[config.mk]
export PLATFORM = sky130hd
export DESIGN_NAME = mem_port_arbiter
export DESIGN_NICKNAME = d
export VERILOG_FILES = /design/src/rtl/mem_port_arbiter_pkg.sv /design/src/rtl/mem_port_arbiter.sv
export SDC_FILE = /design/constraint.sdc
export NUM_CORES = 1
export LEC_CHECK = 0
export CORE_AREA = 2 2 107 109
export DETAILED_ROUTE_END_ITERATION = 8
export DIE_AREA = 0 0 109 111
export GPL_TIMING_DRIVEN = 0
export HOLD_SLACK_MARGIN = 0.02
export PLACE_DENSITY = 0.73
export SYNTH_ARGS = -nofsm -noshare
export SYNTH_HDL_FRONTEND = slang
export SYNTH_SLANG_ARGS = --single-unit
export TNS_END_PERCENT = 1
[constraint.sdc]
create_clock -name CPU_CLK -period 2.68 [get_ports CPU_CLK]
set_input_delay 0.402 -clock CPU_CLK [delete_from_list [all_inputs] [get_ports CPU_CLK]]
set_output_delay 0.402 -clock CPU_CLK [all_outputs]
set_load 0.03 [all_outputs]
[src/rtl/mem_port_arbiter_pkg.sv]
// Shared encodings for the main-memory port arbiter.
// Holds the FSM state type and the owner codes.
package mem_port_arbiter_pkg;

    typedef enum logic [1:0] {
        ARB_IDLE  = 2'd0,
        ARB_BURST = 2'd1,
        ARB_FIN   = 2'd2
    } arb_state_t;

    localparam logic ARB_OWN_I = 1'b0;
    localparam logic ARB_OWN_D = 1'b1;

endpackage

[src/rtl/mem_port_arbiter.sv]
// Shares one main-memory port between the I-cache and D-cache miss
// handlers, one whole-line burst per grant, never preempted.
//
// Ports:
//   CPU_CLK, CPU_RST_N        clock, synchronous active-low reset
//   I_Req/I_Addr              I-side line read request
//   I_Gnt/I_RValid/I_RData    I-side grant and read beats
//   I_Done                    I-side burst-complete pulse
//   D_Req/D_We/D_Addr/D_WData D-side read or write request
//   D_Gnt/D_WReady/D_RValid   D-side grant, write accept, read beats
//   D_RData/D_Done            D-side read data, burst-complete pulse
//   Beat                      word index within the current burst
//   M_Req/M_We/M_Addr/M_WData memory beat request
//   M_Ack/M_RData             memory beat completion and read data
module mem_port_arbiter
    import mem_port_arbiter_pkg::*;
#(
    parameter int ADDR_W     = 32,
    parameter int DATA_W     = 32,
    parameter int LINE_WORDS = 8
) (
    input  logic                          CPU_CLK,
    input  logic                          CPU_RST_N,
    input  logic                          I_Req,
    input  logic [ADDR_W-1:0]             I_Addr,
    output logic                          I_Gnt,
    output logic                          I_RValid,
    output logic [DATA_W-1:0]             I_RData,
    output logic                          I_Done,
    input  logic                          D_Req,
    input  logic                          D_We,
    input  logic [ADDR_W-1:0]             D_Addr,
    input  logic [DATA_W-1:0]             D_WData,
    output logic                          D_Gnt,
    output logic                          D_WReady,
    output logic                          D_RValid,
    output logic [DATA_W-1:0]             D_RData,
    output logic                          D_Done,
    output logic [$clog2(LINE_WORDS)-1:0] Beat,
    output logic                          M_Req,
    output logic                          M_We,
    output logic [ADDR_W-1:0]             M_Addr,
    output logic [DATA_W-1:0]             M_WData,
    input  logic                          M_Ack,
    input  logic [DATA_W-1:0]             M_RData
);

    localparam int BEAT_W = $clog2(LINE_WORDS);
    localparam int OFF_W  = BEAT_W + 2;

    localparam logic [BEAT_W-1:0] LAST_BEAT =
        BEAT_W'(LINE_WORDS - 1);

    localparam logic [ADDR_W-1:0] LINE_MASK =
        ~ADDR_W'((1 << OFF_W) - 1);

    arb_state_t          state_q;
    arb_state_t          state_d;
    logic                owner_q;
    logic                starve_q;
    logic                we_q;
    logic [BEAT_W-1:0]   beat_q;
    logic [ADDR_W-1:0]   base_q;
    logic [ADDR_W-1:0]   addr_q;

    logic                any_req;
    logic                grant;
    logic                pick_i;
    logic                beat_ack;
    logic                last_beat;
    logic [BEAT_W-1:0]   beat_inc;
    logic [ADDR_W-1:0]   req_base;
    logic [ADDR_W-1:0]   next_off;

    // D normally wins a tie; a passed-over I request wins the next one.
    always_comb begin
        any_req   = I_Req || D_Req;
        grant     = (state_q == ARB_IDLE) && any_req;
        pick_i    = I_Req && (!D_Req || starve_q);
        req_base  = (pick_i ? I_Addr : D_Addr) & LINE_MASK;
        beat_ack  = (state_q == ARB_BURST) && M_Ack;
        last_beat = (beat_q == LAST_BEAT);
        beat_inc  = beat_q + BEAT_W'(1);
        next_off  = ADDR_W'({beat_inc, 2'b00});
    end

    always_comb begin
        state_d = state_q;
        unique case (state_q)
            ARB_IDLE: begin
                if (any_req) state_d = ARB_BURST;
            end
            ARB_BURST: begin
                if (beat_ack && last_beat) state_d = ARB_FIN;
            end
            ARB_FIN: begin
                state_d = ARB_IDLE;
            end
            default: begin
                state_d = ARB_IDLE;
            end
        endcase
    end

    always_ff @(posedge CPU_CLK) begin
        if (!CPU_RST_N) begin
            state_q  <= ARB_IDLE;
            owner_q  <= ARB_OWN_D;
            starve_q <= 1'b0;
            we_q     <= 1'b0;
            beat_q   <= '0;
            base_q   <= '0;
            addr_q   <= '0;
        end else begin
            state_q <= state_d;
            if (grant) begin
                owner_q <= pick_i ? ARB_OWN_I : ARB_OWN_D;
                we_q    <= !pick_i && D_We;
                beat_q  <= '0;
                base_q  <= req_base;
                addr_q  <= req_base;
                if (pick_i) begin
                    starve_q <= 1'b0;
                end else if (I_Req) begin
                    starve_q <= 1'b1;
                end
            end else if (beat_ack && !last_beat) begin
                // Final ack leaves Beat and M_Addr on the last word.
                beat_q <= beat_inc;
                addr_q <= base_q + next_off;
            end
        end
    end

    always_comb begin
        I_Gnt    = (state_q != ARB_IDLE) && (owner_q == ARB_OWN_I);
        D_Gnt    = (state_q != ARB_IDLE) && (owner_q == ARB_OWN_D);
        I_RValid = beat_ack && (owner_q == ARB_OWN_I);
        D_RValid = beat_ack && (owner_q == ARB_OWN_D) && !we_q;
        D_WReady = beat_ack && (owner_q == ARB_OWN_D) && we_q;
        I_Done   = (state_q == ARB_FIN) && (owner_q == ARB_OWN_I);
        D_Done   = (state_q == ARB_FIN) && (owner_q == ARB_OWN_D);
        I_RData  = M_RData;
        D_RData  = M_RData;
        Beat     = beat_q;
        M_Req    = (state_q == ARB_BURST);
        M_We     = (state_q == ARB_BURST) && we_q;
        M_Addr   = addr_q;
        M_WData  = D_WData;
    end

endmodule

==> out/results.ini <==
[status]
outcome = complete, no violations

[pwr]
ir_worst_vdd_uv = 325
leakage_nw = 2.26
p_clk_share_pct = 33.9
p_int_w = 0.00220
combPwrFrac_pct = 32.4
p_total_w = 0.00318
power_switching_share_pct = 30.8
seqPwrFrac_pct = 33.6
p_sw_w = 0.000978
powerDensity_nw_per_um2 = 562

[clock_network]
clk_latency_ns = 0.32
ctsHoldBuffers = 0
root_buffer = clkbuf_16
cts_sinks = 62
cts_buffers = 9
htreeDepth = 3
cts_tree = yes
cts.clk_slew.worst_paths_ns = 0.05
clock_path_buffers = 2

[sta]
tns_ns = 0
grt_setup_unrepaired = no
fin_crit_sh_pct = 91.3
setup_viol = 0
hold_violations = 0
fin_ws_ns = 0.234
tightest_slew_ns = 0.596
period_minus_slack_ns = 2.45
clock_skew_ns = 0.00564
slew_headroom_pct = 60.3
fmax_mhz = 409
slew_violations = 0

[logic_synthesis]
syn_inst = 369
synthXorXnorAreaFrac_pct = 0.272
synth-edff-count = 0
synthSimpleGateAreaFrac_pct = 16.2
synth_cell_type_count = 31
synth_compound_area_share_pct = 16.8
syn_avg_cell_area_um2 = 8.74
synth_area_um2 = 3220
synth_top_family_by_area = buffers and inverters
synth_seq_area_share_pct = 38.5
muxShareOfSynthArea_pct = 0.349
synth_ff_type = dfxtp_1
synth-seq-cells = 62
async_flop_share_pct = 0
synth_fa_ha_area_share_pct = 0.776
ys_warn_count = 0

[worst_setup_path]
path_class = register to primary output
arrival_ns = 2.04
worst_setup_path_end_kind = primary output
required_ns = 2.28
cp-start-kind = register
rr_worst_depth = 7
path_max_fanout = 8

[floorplanning]
die-area_um2 = 12100
fp.dieH_um = 111
chipWidth_um = 109
rows = 39
start_util_pct = 29.1
boundaryPins = 274
core_region_area_um2 = 11100

[worst_hold_path]
hold_class = register to register
hold_depth = 2

[run]
maxCapViolCount = 0

[global_route]
grt_pass1_wl_um = 15900
grt_overflow = 0
track_usage_pct = 16.8
grt_max_degree = 11
grt_antenna_before_repair = 0
grt_pass1_vias = 3238

[drt]
drt_iter0_drc = 127
viasPerCell = 4.53
via_count = 3278
wl_per_cell_um = 14.4
finalWirelength_um = 10400
antenna_left = 0
drc = 0
drt_pass1_iterations = 4

[layout]
antenna_cells = 0
multi_input_area_um2 = 1130
nNetsFinal = 713
seqCellArea_um2 = 1240
layout_common_cells = 196 x clkdlybuf4s50_1, 101 x buf_4, 62 x dfxtp_1
postLayoutCellArea_um2 = 5650
area_growth_pct = 75.4
drive_gt1_share_pct = 22.6
fill_cells = 1065
utilization_pct = 51.0
mostFrequentLayoutCell = clkdlybuf4s50_1

[placement]
placement.setup.worst_slack_ns = 0.0462
hpwl_um = 8090
port_buffers = 196
place_area_um2 = 5370
gp_congestion = 0.718

critical path, stage by stage (launching register included):
cell,delay [ns]
dfxtp_1,0.45
nor2b_2,0.26
and2_1,0.16
nand2_1,0.08
nor2_1,0.10
clkdlybuf4s50_1,0.67
Yosys cell counts, types with 2 or more instances:
cell | n | area [um2]
o221ai_1 | 17 | 149
inv_1 | 3 | 11.3
buf_2 | 2 | 10.0
clkbuf_1 | 18 | 67.6
nor2b_1 | 3 | 18.8
o21ai_0 | 3 | 15.0
a21oi_1 | 3 | 15.0
buf_4 | 101 | 758
nand3b_1 | 2 | 15.0
or3_1 | 27 | 169
dfxtp_1 | 62 | 1240
nand3_1 | 2 | 10.0
nor2_1 | 35 | 131
o22ai_1 | 28 | 175
and2_1 | 2 | 12.5
o21a_1 | 2 | 15.0
buf_6 | 2 | 22.5
o221ai_2 | 10 | 150
ha_1 | 2 | 25.0
nand2_1 | 34 | 128
path summary, 6_finish.rpt:
check,startpoint,end,slack (ns)
worst max register to register,M_Addr[2],M_Addr[27],0.32
worst max-delay path,state_q[0],D_WReady,0.23
worst min-delay path,M_Addr[30],M_Addr[30],0.47
worst min register to register,M_Addr[30],M_Addr[30],0.47
registers in the layout, indices dropped and copies added (netlist names):
signal / flops
starve_q: 1
M_Addr: 30
base_q: 27
owner_q: 1
we_q: 1
state_q: 2
cell type report:
| cell class | instances | area share [%] |
|---|---|---|
| repair buffers | 196 | 34.7 |
| flip-flops and latches | 62 | 22.0 |
| multi-input cells | 182 | 19.9 |
| plain buffers | 123 | 15.2 |
| clock buffers | 13 | 4.78 |
| well taps | 143 | 3.16 |
| inverters | 3 | 0.199 |
| clock inverters | 1 | 0.0885 |
kinds of logic after synthesis:
logic type               count (synthesis)
multiplexers                             1
adder cells (fa/ha/maj)                  2
XOR/XNOR                                 1
AND/OR/NAND/NOR                        110
flip-flops                              62
buffers and inverters                  126
other                                    1
AO/OA/AOI/OAI                           66
power groups by stage:
stage,Combinational (W),Sequential (W),Clock (W)
CTS,0.00104,0.00107,0.00110
global route,0.00110,0.00108,0.00114
finish,0.00103,0.00107,0.00108
detailed placement,0.00103,0.00109,0
global placement,0.00102,0.00108,0
floorplan,0.000520,0.00117,0
metal layers:
metal | vias to the layer above | track usage (%) | part of all wire, %
met5 | - | 0 | 0
met4 | 0 | 4.36 | 0.76
met3 | 10 | 6.17 | 11
met2 | 183 | 29.9 | 50
met1 | 1487 | 18.5 | 38
li1 | 1598 | - | -
per-stage QoR:
step,hold WS (ns),cells
floorplan,0.450,370
global placement,0.454,709
detailed placement,0.463,709
CTS,0.472,723
global route,0.497,723
finish,0.468,723
what timing repair did:
item | 4_1_cts | 5_1_grt
setup endpoints to repair | 0 | 8
setup buffers | 0 | 0
resized for setup | 0 | 2
(Power assumes the default switching activity.)
